**src/rtl/if_id_skid_reg_if.sv**
```systemverilog
// Fetch-to-decode handshake bundle for if_id_skid_reg.
//   in_*   : upstream beat from fetch (valid/ready, instr, pc, epoch tag)
//   out_*  : downstream beat to decode (valid/ready, instr, pc, pc_next, compressed)
// slave  = the pipeline register side; master = the fetch/decode environment side.
interface if_id_skid_reg_if #(
  parameter int unsigned XLEN    = 32,
  parameter int unsigned ILEN    = 32,
  parameter int unsigned EPOCH_W = 2
);
  logic               in_valid;
  logic               in_ready;
  logic [ILEN-1:0]    in_instr;
  logic [XLEN-1:0]    in_pc;
  logic [EPOCH_W-1:0] in_epoch;

  logic               out_valid;
  logic               out_ready;
  logic [ILEN-1:0]    out_instr;
  logic [XLEN-1:0]    out_pc;
  logic [XLEN-1:0]    out_pc_next;
  logic               out_compressed;

  modport slave (
    input  in_valid, in_instr, in_pc, in_epoch, out_ready,
    output in_ready, out_valid, out_instr, out_pc, out_pc_next, out_compressed
  );

  modport master (
    output in_valid, in_instr, in_pc, in_epoch, out_ready,
    input  in_ready, out_valid, out_instr, out_pc, out_pc_next, out_compressed
  );
endinterface

```
**src/rtl/if_id_skid_reg.sv**
```systemverilog
// Fetch-to-decode pipeline register with a 2-entry skid buffer, synchronous
// flush with NOP injection, and epoch tagging to discard wrong-path fetches.
// Ports:
//   clk        - clock, all state on posedge
//   reset      - synchronous, active-low
//   flush_i    - redirect: empties both entries and advances the epoch
//   bus        - handshake bundle (slave side), see if_id_skid_reg_if
//   epoch_o    - current epoch; fetch tags new requests with it
//   drop_cnt_o - saturating count of stale-epoch beats discarded
module if_id_skid_reg #(
  parameter int unsigned     XLEN    = 32,
  parameter int unsigned     ILEN    = 32,
  parameter logic [ILEN-1:0] NOP     = 32'h0000_0013,
  parameter int unsigned     EPOCH_W = 2
) (
  input  logic                clk,
  input  logic                reset,
  input  logic                flush_i,
  if_id_skid_reg_if.slave     bus,
  output logic [EPOCH_W-1:0]  epoch_o,
  output logic [15:0]         drop_cnt_o
);

  typedef struct packed {
    logic [ILEN-1:0] instr;
    logic [XLEN-1:0] pc;
    logic [XLEN-1:0] pc_next;
    logic            comp;
  } entry_t;

  entry_t             main_q, skid_q, in_entry;
  logic               main_valid, skid_valid;
  logic [EPOCH_W-1:0] epoch;
  logic [15:0]        drop_cnt;

  logic accept, fresh, stale, pop;

  // Decode-side helpers are computed once, when the beat is captured.
  always_comb begin
    in_entry         = '0;
    in_entry.instr   = bus.in_instr;
    in_entry.pc      = bus.in_pc;
    in_entry.comp    = (bus.in_instr[1:0] != 2'b11);
    in_entry.pc_next = bus.in_pc + (in_entry.comp ? XLEN'(2) : XLEN'(4));
  end

  // in_ready depends only on registered state and reset, never on out_ready.
  assign bus.in_ready = reset & ~skid_valid;
  assign accept       = bus.in_valid & bus.in_ready & ~flush_i;
  assign fresh        = accept & (bus.in_epoch == epoch);
  assign stale        = accept & (bus.in_epoch != epoch);
  assign pop          = main_valid & bus.out_ready;

  always_ff @(posedge clk) begin
    if (!reset) begin
      main_valid <= 1'b0;
      skid_valid <= 1'b0;
      main_q     <= '0;
      skid_q     <= '0;
      epoch      <= '0;
      drop_cnt   <= '0;
    end else if (flush_i) begin
      // Payload of main is kept so out_pc/out_pc_next hold across the flush.
      main_valid <= 1'b0;
      skid_valid <= 1'b0;
      epoch      <= epoch + EPOCH_W'(1);
    end else begin
      if (stale && drop_cnt != '1)
        drop_cnt <= drop_cnt + 16'd1;

      if (pop) begin
        if (skid_valid) begin
          main_q     <= skid_q;
          skid_valid <= fresh;
          if (fresh) skid_q <= in_entry;
        end else begin
          main_valid <= fresh;
          if (fresh) main_q <= in_entry;
        end
      end else if (!main_valid) begin
        main_valid <= fresh;
        if (fresh) main_q <= in_entry;
      end else if (fresh) begin
        // Main full and stalled: absorb exactly one more beat.
        skid_valid <= 1'b1;
        skid_q     <= in_entry;
      end
    end
  end

  assign bus.out_valid      = main_valid;
  assign bus.out_instr      = main_valid ? main_q.instr : NOP;
  assign bus.out_pc         = main_q.pc;
  assign bus.out_pc_next    = main_q.pc_next;
  assign bus.out_compressed = main_q.comp;
  assign epoch_o            = epoch;
  assign drop_cnt_o         = drop_cnt;

endmodule

```
**src/flat_wrapper.sv**
```systemverilog
// flat-port wrapper written by rule: the top's interface ports become plain ports
module if_id_skid_reg_flat 
#(
  parameter int unsigned     XLEN    = 32,
  parameter int unsigned     ILEN    = 32,
  parameter logic [ILEN-1:0] NOP     = 32'h0000_0013,
  parameter int unsigned     EPOCH_W = 2
)
  (clk, reset, flush_i, epoch_o, drop_cnt_o, bus_in_valid, bus_in_instr, bus_in_pc, bus_in_epoch, bus_out_ready, bus_in_ready, bus_out_valid, bus_out_instr, bus_out_pc, bus_out_pc_next, bus_out_compressed);
  if_id_skid_reg_if #(.XLEN(XLEN), .ILEN(ILEN), .EPOCH_W(EPOCH_W)) bus_i ();
  input  logic clk;
  input  logic reset;
  input  logic flush_i;
  output logic [EPOCH_W-1:0] epoch_o;
  output logic [15:0] drop_cnt_o;
  input wire logic [$bits(bus_i.in_valid)-1:0] bus_in_valid;
  input wire logic [$bits(bus_i.in_instr)-1:0] bus_in_instr;
  input wire logic [$bits(bus_i.in_pc)-1:0] bus_in_pc;
  input wire logic [$bits(bus_i.in_epoch)-1:0] bus_in_epoch;
  input wire logic [$bits(bus_i.out_ready)-1:0] bus_out_ready;
  output wire logic [$bits(bus_i.in_ready)-1:0] bus_in_ready;
  output wire logic [$bits(bus_i.out_valid)-1:0] bus_out_valid;
  output wire logic [$bits(bus_i.out_instr)-1:0] bus_out_instr;
  output wire logic [$bits(bus_i.out_pc)-1:0] bus_out_pc;
  output wire logic [$bits(bus_i.out_pc_next)-1:0] bus_out_pc_next;
  output wire logic [$bits(bus_i.out_compressed)-1:0] bus_out_compressed;
  assign bus_i.in_valid = bus_in_valid;
  assign bus_i.in_instr = bus_in_instr;
  assign bus_i.in_pc = bus_in_pc;
  assign bus_i.in_epoch = bus_in_epoch;
  assign bus_i.out_ready = bus_out_ready;
  assign bus_in_ready = bus_i.in_ready;
  assign bus_out_valid = bus_i.out_valid;
  assign bus_out_instr = bus_i.out_instr;
  assign bus_out_pc = bus_i.out_pc;
  assign bus_out_pc_next = bus_i.out_pc_next;
  assign bus_out_compressed = bus_i.out_compressed;
  if_id_skid_reg #(.XLEN(XLEN), .ILEN(ILEN), .NOP(NOP), .EPOCH_W(EPOCH_W)) u_core (.clk(clk), .reset(reset), .flush_i(flush_i), .bus(bus_i), .epoch_o(epoch_o), .drop_cnt_o(drop_cnt_o));
endmodule
```
**config.mk**
```make
export PLATFORM = sky130hd
export DESIGN_NAME = if_id_skid_reg_flat
export DESIGN_NICKNAME = d
export VERILOG_FILES = /design/src/rtl/if_id_skid_reg_if.sv /design/src/rtl/if_id_skid_reg.sv /design/src/flat_wrapper.sv
export SDC_FILE = /design/constraint.sdc
export NUM_CORES = 1
export LEC_CHECK = 0
export BUFFER_PORTS_ARGS = -buffer_cell sky130_fd_sc_hd__clkbuf_2
export CORE_MARGIN = 2
export CORE_UTILIZATION = 45
export CTS_BUF_LIST = sky130_fd_sc_hd__clkbuf_8
export DETAILED_ROUTE_END_ITERATION = 8
export GPL_TIMING_DRIVEN = 1
export HOLD_SLACK_MARGIN = 0.15
export PLACE_DENSITY = 0.77
export SLEW_MARGIN = 25
export SYNTH_ARGS = -nofsm -noshare
export SYNTH_HDL_FRONTEND = slang
export SYNTH_SLANG_ARGS = --single-unit
```
**constraint.sdc**
```tcl
create_clock -name clk -period 3.2 [get_ports clk]
set_input_delay 0.32 -clock clk [delete_from_list [all_inputs] [get_ports clk]]
set_output_delay 0.32 -clock clk [all_outputs]
set_load 0.05 [all_outputs]
```
==> metrics.md, run 1 <==
| Metric | Value |
|---|---|
| Leading post-synthesis cells by cell area | dfxtp_1 (44%), nand2_1 (12%), a21oi_1 (6.2%), a311oi_1 (5.9%), buf_4 (5.1%) |
| Vias in the first global route | roughly 8.6k |
| P_int | around 4.5 mW |
| Maximum VDD drop | 0.2968 mV |
| Layout Nets | between 1k and 1.5k |
| Initial Utilization | between 40 and 50% |
| Synth Instances | about 1.2k |
| WP data required | about 3.6 ns |
| Yosys cell types | 49 |
| H-tree depth | 2 |
| Worst Setup Slack, final | 0.7433 ns |
| Final antenna-violating net count | 0 |
| Post-DP Area | slightly above 10000 um^2 |
| Fraction of registers with async set/reset | 0% |
| Post-DP HPWL | ~17000 um |
| Drt pass-1 iters | 5 |
| Status | complete, no violations |
| CP Capture Type | register |
| Sw Share | between 20% and 30% |
| Worst EP arrival | around 2.9 ns |
| DRC | 0 |
| Period utilisation layout | 76.77% |
| TNS Setup | 0 ns |
| Final Skew | between 0.02 and 0.025 ns |
| CTS-repair resized insts | 0 |
| Clock Latency Late Sink | between 0.5 and 0.6 ns |
| Yosys top cell by area | dfxtp_1 |
| Clock Pin Slew Worst Setup and Hold Paths | 0.06 ns |
| First-pass GRT wire length | roughly 43000 um |
| Inserted Clock Buffers | 38 |
| Num ports | about 190 |
| Crit path max-delay cell type | buf_4 |
| Average cell area after synthesis | 7.831 um^2 |
| FF+latch count, synth | about 210 |
| Relative slew slack | between 40% and 50% |
| CTS sink count | approximately 210 |
| Synth warn | 0 |
| CP Max Fanout | 67 |
| Die area | around 23000 um^2 |
| Seq/Total Area, Yosys | ~44% |
| Leak | 4.499 nW |
| Drt first-iter violations | 592 |
| Worst-path cell chain | dlygate4sd3_1, clkbuf_2, and4bb_1, nand3_1, a21boi_4, buf_4, nor2_1, a311oi_1 |
| Clk pwr share | about 46% |
| Max-cap viol count | 0 |
| Worst Tran Pin Value | 0.8724 ns |
| Mapped cell area | approximately 9600 um^2 |
| Number of buffers added on ports | roughly 190 |
| Post-layout min period | 2.457 ns |
| RSZ-0062 raised after global routing | no |
| DR vias/cell | between 5 and 6 |
| CTS max path bufs | 3 |
| TritonCTS clock tree | yes |
| Reg power frac | between 40% and 50% |
| Comb pwr share | 7.8% |
| Startpoint Class | input pin |
| Worst Hold Class | in2reg |
| Die width | around 150 um |
| Cell Count, Final, Fillers Out | roughly 1.7k |
| Switch Pwr | 1.425 mW |
| Most common cell in the netlist | nand2_1 |
| Post-placement cell count | 1551 |
| Filler Cells Inserted | 1889 |
| Routed wire length | ~27000 um |
| Layout cells sized above 1 | 19.40% |
| Routed via count | approximately 9.2k |
| GP Congestion | around 0.9 |
| Total GRT Usage | between 20% and 30% |
| Initial antenna violation count | 0 |
| Yosys top cell area share | about 44% |
| Standard cell core area | ~21000 um^2 |
| Setup WS pre-CTS | ~0.77 ns |
| Max-slew violation total from the final report | 0 |
| CTS Root Cell | clkbuf_8 |
| Final hold violation count | 0 |
| Post-synth EDFFs | 0 |
| Final Setup Violations | 0 |
| Die Ht | about 150 um |
| DR WL/cell | 16.11 um |
| Pwr Density | roughly 500 nW/um^2 |
| Synth top cells by count | nand2_1 (303), dfxtp_1 (213), a21oi_1 (119) |
| Rows | between 50 and 60 |
| Critical path class | in2reg |
| Top FF cell, synth | dfxtp_1 |
| # diodes | 0 |
| Gr ovfl total | 0 |
| Post-Syn Nets | 1304 |
| Post-route cell area | 11760 um^2 |
| Max stage delay on crit path | approximately 0.56 ns |
| Largest net degree at the start of global routing | 92 |
| Layout area overhead | 21.95% |
| FMAX | about 0.41 GHz |
[cell type report]
type                    instances  area [um^2]  area share [%]
repair buffers                271         1779           15.13
multi-input cells             849         4498           38.26
well taps                     275        344.1           2.927
flip-flops and latches        213         4264           36.27
inverters                       8        32.53          0.2767
clock buffers                  53        729.5           6.205
clock inverters                13        108.9          0.9259
[metal layers]
layer,track usage (%),up-vias,share of wire [%]
met5,0,-,0
met3,5.727,44,8.0
met1,28.38,4278,42
met2,40.82,359,48
met4,6.651,0,1.8
li1,-,4496,-
[sequential cells by signal (all words and copies together) (netlist names)]
signal	count
u_core.skid_q	96
u_core.bus.out_pc	32
u_core.bus.out_pc_next	32
u_core.main_q	32
u_core.drop_cnt_o	16
u_core.epoch_o	2
u_core.bus.out_compressed	1
u_core.bus.out_valid	1
u_core.skid_valid	1
[stage by stage]
stage                     util [%]  total power [mW]  hold slack, ns
after CTS                    55.93             5.957          0.1516
after global placement       48.84             3.142          0.4418
after floorplan                  -             3.021          0.4202
after global routing         55.93             6.136          0.1703
final                        55.93             5.898          0.1792
after detailed placement     48.84             3.150          0.4468
[power groups by stage]
| stage | logic [mW] | clock network, mW | registers (mW) |
|---|---|---|---|
| after detailed placement | 0.393 | 0 | 2.76 |
| after floorplan | 0.256 | 0 | 2.76 |
| after CTS | 0.458 | 2.80 | 2.70 |
| after global routing | 0.495 | 2.94 | 2.70 |
| final | 0.460 | 2.74 | 2.70 |
| after global placement | 0.387 | 0 | 2.76 |
[cell usage in the layout, fill, tap and decap left out, types with 5 or more instances in the layout]
master,instances
nor3_1,18
a311oi_1,65
nor2_1,99
clkbuf_2,187
nand3_1,20
inv_1,14
mux2i_1,6
xnor2_1,20
nand2b_1,7
dfxtp_1,213
and2_1,32
a21oi_1,119
and4_1,7
xor2_1,15
a22oi_1,5
nor4_1,10
nand4_1,16
nand2_1,303
dlygate4sd3_1,65
clkbuf_8,53
o21ai_0,43
o22ai_1,5
buf_4,15
o221ai_1,16
[logic make-up (layout without fill, tap and decap cells)]
group           Yosys count  after routing  share of synthesized area (%)
simple gates            527            527                          23.57
compound gates          279            279                          18.73
flops                   213            213                          44.23
buf+inv                 169            345                          9.409
xor+xnor                 35             35                          3.180
mux                       6              6                         0.6230
fa+ha+maj                 2              2                         0.2595
[path summary, 6_finish.rpt]
path | startpoint | to | slack, ns | cells after the start
max | flush_i | u_core.main_q[77] | 0.74 | 8
min | bus_in_pc[11] | u_core.skid_q[44] | 0.18 | 3
max reg2reg | u_core.skid_valid | u_core.bus.out_pc_next[22] | 0.78 | 6
min reg2reg | u_core.skid_q[74] | u_core.skid_q[74] | 0.45 | 2
[critical path: cells and delay by family]
| family | cells | cell delay [ns] |
|---|---|---|
| AO/OA/AOI/OAI | 2 | 0.57 |
| buffers and inverters | 3 | 1.26 |
| AND/OR/NAND/NOR | 3 | 0.70 |
[what timing repair did]
action                                 in CTS  in global routing
hold buffers                               65                  0
buffers inserted                            0                  0
endpoints found under the hold margin     119                  0
Note: power is estimated with default switching activity, not from simulation.
==> inputs of run 2 (changes only) <==
==> constraint.sdc (replaced) <==
create_clock -name clk -period 2.45 [get_ports clk]
set_input_delay 0.245 -clock clk [delete_from_list [all_inputs] [get_ports clk]]
set_output_delay 0.245 -clock clk [all_outputs]
set_load 0.05 [all_outputs]
==> run 2 against run 1 <==
  * Sequential share of layout area shrank 0.35 points
  * Non-clock buffer count up 10
  * Sequential power increased by 31%
  * Routed wire length up 2.4%
  * Worst hold slack improved by 0.11 ns
  * Largest power group unchanged
==> metrics.md, run 2 (synthesized netlist as in run 1, its figures left out) <==
| Metric | Value |
|---|---|
| Max-cap viol count | 0 (unchanged) |
| Critical path class | reg2reg |
| Relative slew slack | 41.03% (-0.19 points) |
| CP Max Fanout | 55 (-18%) |
| Layout cells sized above 1 | 19.90% (+0.50 points) |
| Standard cell core area | 21020 um^2 (unchanged) |
| Buffers plus inverters on the worst setup path | 2 (-1) |
| TritonCTS clock tree | yes |
| CP Capture Type | register |
| Layout Nets | 1463 (+0.62%) |
| DR WL/cell | 16.38 um (+1.7%) |
| TNS Setup | 0 ns (unchanged) |
| RSZ-0062 raised after global routing | no |
| CTS max path bufs | 3 (unchanged) |
| GP Congestion | 0.8719 (-0.85%) |
| Initial antenna violation count | 1 (+1) |
| Status | complete, no violations |
| Final hold violation count | 0 (unchanged) |
| Post-DP Area | 10340 um^2 (+0.68%) |
| Post-DP HPWL | 17120 um (-0.59%) |
| Pwr Density | 649.2 nW/um^2 (+29%) |
| CTS sink count | 213 (unchanged) |
| Worst Tran Pin Value | 0.8846 ns (+0.01211 ns) |
| Clock Pin Slew Worst Setup and Hold Paths | 0.06 ns (about the same) |
| Startpoint Class | register |
| Max FFs per register | 96 (unchanged) |
| Routed via count | 9232 (+0.60%) |
| DR vias/cell | 5.453 (about the same) |
| FMAX | 0.4504 GHz |
| Commonest non-fill, non-tap cells in the layout | nand2_1 (303), dfxtp_1 (213), clkbuf_2 (187), a21oi_1 (119), nor2_1 (99) |
| Hold_ws | 0.2907 ns (+0.1115 ns) |
| Gr ovfl total | 0 (unchanged) |
| Number of buffers added on ports | 187 (unchanged) |
| WP data required | 2.89 ns (-0.74 ns) |
| CTS Root Cell | clkbuf_8 |
| Final core occ | 56.47% (+0.55 points) |
| Worst EP arrival | 2.66 ns (-0.22 ns) |
| Final Skew | 0.01194 ns (-0.01127 ns) |
| Biggest register | u_core.skid_q |
| Routed wire length | 27740 um (+2.4%) |
| Clock Latency Late Sink | 0.53 ns (about the same) |
| Die area | 22610 um^2 (unchanged) |
| Drt pass-1 iters | 5 (unchanged) |
| Maximum VDD drop | 0.3941 mV (+33%) |
| Commonest non-fill, non-tap cell in the layout | nand2_1 |
| Inserted Clock Buffers | 37 (-2.6%) |
| Max stage delay on crit path | 0.58 ns (+0.02 ns) |
| Largest net degree at the start of global routing | 116 (+26%) |
| DRC | 0 (unchanged) |
| Leak | 4.547 nW (+1.1%) |
| Die width | 150.4 um (unchanged) |
| Post-CTS Setup Inserts | 0 (unchanged) |
| Worst Hold Class | in2reg |
| Layout area overhead | 23.14% |
| Rows | 53 (unchanged) |
| Final antenna-violating net count | 0 (unchanged) |
| Die Ht | 150.4 um (unchanged) |
| Vias in the first global route | 8579 (-0.31%) |
| H-tree depth | 2 (unchanged) |
| Drt first-iter violations | 724 (+22%) |
| Pwr Total | 7.707 mW (+31%) |
| Crit path max-delay family | buffers and inverters |
| Final Setup Violations | 0 (unchanged) |
| Post-layout min period | between 2 and 2.5 ns |
| Total GRT Usage | 23.90% (+0.57 points) |
| Worst-path cell chain | nand3_4, buf_4, nand2_1, dlygate4sd3_1, a311oi_1 |
| Initial Utilization | 45.86% (unchanged) |
| Max-slew violation total from the final report | 0 (unchanged) |
| First-pass GRT wire length | 43750 um (+2.3%) |
| Post-route cell area | 11870 um^2 (+0.98%) |
| Crit path max-delay cell type | dlygate4sd3_1 |
| Num ports | 188 (unchanged) |
| Period utilisation layout | just over 90% |
## run 2: final timing paths
kind,from,endpoint,slack [ns],depth (start not counted)
max reg2reg,u_core.skid_valid,u_core.main_q[65],0.23,5
max,u_core.skid_valid,u_core.main_q[65],0.23,5
min reg2reg,u_core.skid_q[4],u_core.bus.out_pc_next[3],0.45,2
min,bus_in_instr[1],u_core.skid_q[2],0.29,6
## run 2: what timing repair did
item,in CTS,in global routing
hold buffers,69,0
setup endpoints to repair,0,3
resized for setup,0,1
endpoints found under the hold margin,154,0
## run 2: cell type report
type / count / area [um^2]
Fill cell: 1860 / 9150
Timing Repair Buffer: 281 / 1889
Clock buffer: 51 / 701.9
Tap cell: 275 / 344.1
Clock inverter: 15 / 130.1
Multi-Input combinational cell: 849 / 4507
Antenna cell: 1 / 2.502
Inverter: 8 / 32.53
Sequential cell: 213 / 4264
## run 2: worst reg2reg max path, cell delays in order, from the launching register on
cell and delay (ns):
dfxtp_1 0.40, nand3_4 0.14, buf_4 0.55, nand2_1 0.19
dlygate4sd3_1 0.58, a311oi_1 0.27
## run 2: where the power goes
part | leakage [nW] | internal [mW] | switching [mW] | total, mW
Combinational | 2.38 | 0.230 | 0.393 | 0.623
Sequential | 1.72 | 3.50 | 0.0251 | 3.53
Clock | 0.449 | 2.08 | 1.48 | 3.56
Total | 4.55 | 5.81 | 1.90 | 7.71
## run 2: metal layers
metal	track usage, %	wire, um	vias to the layer above
met5	0	0	-
met4	7.642	709	0
met1	30.42	11320	4243
li1	-	-	4512
met3	4.970	2462	61
met2	40.50	13250	416
## run 2: per-stage QoR
stage	cells	worst slack, ns
2_1_floorplan	1231	0.1782
3_3_place_gp	1557	0.01149
3_5_place_dp	1557	-0.02030
4_1_cts	1692	0.1358
5_1_grt	1693	0.09035
6_report	1693	0.2299
==> inputs of run 3 (changes only) <==
==> constraint.sdc (replaced) <==
create_clock -name clk -period 2.6 [get_ports clk]
set_input_delay 0.26 -clock clk [delete_from_list [all_inputs] [get_ports clk]]
set_output_delay 0.26 -clock clk [all_outputs]
set_load 0.05 [all_outputs]
==> run 3 against run 2 <==
  * Sequential power is 5.9% lower
  * Final cell count is 0.53% lower
  * Clock skew is 0.016 ns higher
  * Total power is 11% lower
  * Sequential share of layout area is 0.48 points higher
  * Via count is 0.11% lower
  * Non-clock buffer count is 3 lower
  * Design area is 1.3% lower
  * Utilization is 0.75 points lower
  * Register-to-register slack better by 0.09 ns
  * Worst hold slack worse by 0.097 ns
  * Critical path depth is 1 higher
  * Critical endpoint is now u_core.skid_q[83]
  * Highest routed layer unchanged
==> metrics.md, run 3 (synthesized netlist as in run 1, its figures left out) <==
| Metric | Value |
|---|---|
| First-pass GRT wire length | 42840 um (-2.1%) |
| Cell Count, Final, Fillers Out | 1684 (-0.53%) |
| Max-cap viol count | 0 (unchanged) |
| TritonCTS clock tree | yes |
| RSZ-0062 raised after global routing | no |
| # diodes | 0 (-1) |
| Post-DP Area | 10340 um^2 (unchanged) |
| Reg power frac | 48.5% (+2.7 points) |
| R2r setup slk | 0.32 ns (+0.09 ns) |
| Routed wire length | 27380 um (-1.3%) |
| Sw Share | 25.33% (+0.69 points) |
| FMAX | 0.4394 GHz (-2.4%) |
| Post-CTS Setup Inserts | 0 (unchanged) |
| Drt first-iter violations | 651 (-10%) |
| Status | complete, no violations |
| Routed via count | 9222 (-0.11%) |
| Crit path max-delay family | simple AND/OR/NAND/NOR gates |
| Vias in the first global route | 8490 (-1.0%) |
| Switch Pwr | 1.737 mW (-8.5%) |
| Drt pass-1 iters | 5 (unchanged) |
| CTS Root Cell | clkbuf_8 |
| Max stage delay on crit path | 0.66 ns (+0.08 ns) |
| H-tree depth | 2 (unchanged) |
| Critical path class | reg2reg |
| Leak | 4.492 nW (-1.2%) |
| Post-route cell area | 11710 um^2 (-1.3%) |
| Maximum VDD drop | 0.3774 mV (-4.2%) |
| CTS max path bufs | 3 (unchanged) |
| Layout cells sized above 1 | 19.23% (-0.67 points) |
| Die area | 22610 um^2 (unchanged) |
| Worst-path cell chain | and4bb_1, nand3_1, or2_2, buf_12, nand2_1, a21oi_1 |
| TNS Setup | 0 ns (unchanged) |
| Final antenna-violating net count | 0 (unchanged) |
| Clock Latency Late Sink | 0.53 ns (about the same) |
| Rows | 53 (unchanged) |
| Pwr Density | 585.5 nW/um^2 (-9.8%) |
| Num ports | 188 (unchanged) |
| Biggest register | u_core.skid_q |
| Die Ht | 150.4 um (unchanged) |
| Clk pwr share | 43.1% (-3.1 points) |
| Period utilisation layout | 87.52% (-3.1 points) |
| Commonest non-fill, non-tap cells in the layout | nand2_1 (303), dfxtp_1 (213), clkbuf_2 (187), a21oi_1 (119), nor2_1 (99) |
| DRC | 0 (unchanged) |
| CP Max Fanout | 48 (-13%) |
| Worst Hold Class | in2reg |
| CP Capture Type | register |
| CTS sink count | 213 (unchanged) |
| Post-layout min period | 2.276 ns (+0.05548 ns) |
| Worst Tran Pin Value | 0.8015 ns (-0.08303 ns) |
| Final Setup Violations | 0 (unchanged) |
| Buffers plus inverters on the worst setup path | 1 (-1) |
| DR vias/cell | 5.476 (+0.43%) |
| WP data required | 3.05 ns (+0.16 ns) |
| Worst EP arrival | 2.72 ns (+0.06 ns) |
| GP Congestion | 0.8588 (-1.5%) |
| Post-DP HPWL | 17220 um (+0.59%) |
| Die width | 150.4 um (unchanged) |
| Initial antenna violation count | 0 (-1) |
| Total GRT Usage | 23.32% (-0.57 points) |
| P_int | 5.121 mW (-12%) |
| Final Skew | 0.02776 ns (+0.01582 ns) |
| Crit path max-delay cell type | or2_2 |
| Comb pwr share | 8.4% (+0.3 points) |
| Gr ovfl total | 0 (unchanged) |
| Max FFs per register | 96 (unchanged) |
| Number of buffers added on ports | 187 (unchanged) |
| Inserted Clock Buffers | 37 (unchanged) |
| Layout area overhead | 21.51% |
| Final hold violation count | 0 (unchanged) |
| Clock Pin Slew Worst Setup and Hold Paths | 0.06 ns (about the same) |
| Layout Nets | 1460 (-0.21%) |
| Post-placement cell count | 1557 (unchanged) |
| Startpoint Class | register |
| DR WL/cell | 16.26 um (-0.77%) |
| Max-slew violation total from the final report | 0 (unchanged) |
| Relative slew slack | 45.18% (+4.2 points) |
| Standard cell core area | 21020 um^2 (unchanged) |
| Commonest non-fill, non-tap cell in the layout | nand2_1 |
| Largest net degree at the start of global routing | 66 (-43%) |
| Initial Utilization | 45.86% (unchanged) |
-- run 3: cell count changes in the layout (fill, tap and decap cells not counted), sizes merged --
cell | before | now
bufinv | 2 | 0
clkbuf | 238 | 234
clkinv | 6 | 3
diode | 1 | 0
dlygate4sd3 | 69 | 66
inv | 14 | 18
-- run 3: power by group through the flow --
stage / sequential [mW] / clock [mW] / combinational [mW]
global route: 3.32 / 3.16 / 0.620
detailed placement: 3.39 / 0 / 0.489
global placement: 3.39 / 0 / 0.484
finish: 3.32 / 2.96 / 0.577
floorplan: 3.40 / 0 / 0.316
CTS: 3.32 / 3.02 / 0.570
-- run 3: worst paths after layout --
check / start / end / cells past startpoint
max: u_core.skid_valid / u_core.skid_q[83] / 6
min: bus_in_pc[13] / u_core.skid_q[46] / 4
max reg2reg: u_core.skid_valid / u_core.skid_q[83] / 6
min reg2reg: u_core.skid_q[70] / u_core.skid_q[70] / 2
-- run 3: cell type report --
class | count | area [um^2]
multi-input cells | 849 | 4507
inverters | 8 | 32.53
repair buffers | 278 | 1859
clock buffers | 47 | 646.9
flip-flops and latches | 213 | 4264
clock inverters | 14 | 60.06
well taps | 275 | 344.1
fillers | 1882 | 9308
-- run 3: per-stage QoR --
| step | power (mW) | setup slack (ns) | hold WS [ns] | util [%] |
|---|---|---|---|---|
| finish | 6.858 | 0.3244 | 0.1941 | 55.72 |
| global route | 7.108 | 0.1546 | 0.1654 | 55.72 |
| CTS | 6.917 | 0.1412 | 0.1566 | 55.68 |
| detailed placement | 3.883 | 0.09545 | 0.4465 | 49.18 |
| global placement | 3.876 | 0.1884 | 0.4388 | 49.18 |
| floorplan | 3.718 | 0.3282 | 0.3602 | - |
-- run 3: worst reg2reg max path: cells and delay by family (launching register included) --
kind	cells	cell delay (ns)
AO/OA/AOI/OAI	1	0.15
buffers and inverters	1	0.34
AND/OR/NAND/NOR	4	1.22
flip-flops	1	0.50
-- run 3: routing by layer --
metal / track usage (%) / vias to the layer above / wire length, um
li1: - / 4507 / -
met1: 29.72 / 4281 / 11610
met2: 39.23 / 379 / 12940
met3: 5.303 / 55 / 2275
met4: 7.311 / 0 / 547
met5: 0 / - / 0
-- run 3: what timing repair did --
action / in CTS / in global routing
gates resized for setup: 0 / 1
setup endpoints to repair: 0 / 2
hold buffers: 66 / 0
hold endpoints to repair: 145 / 0
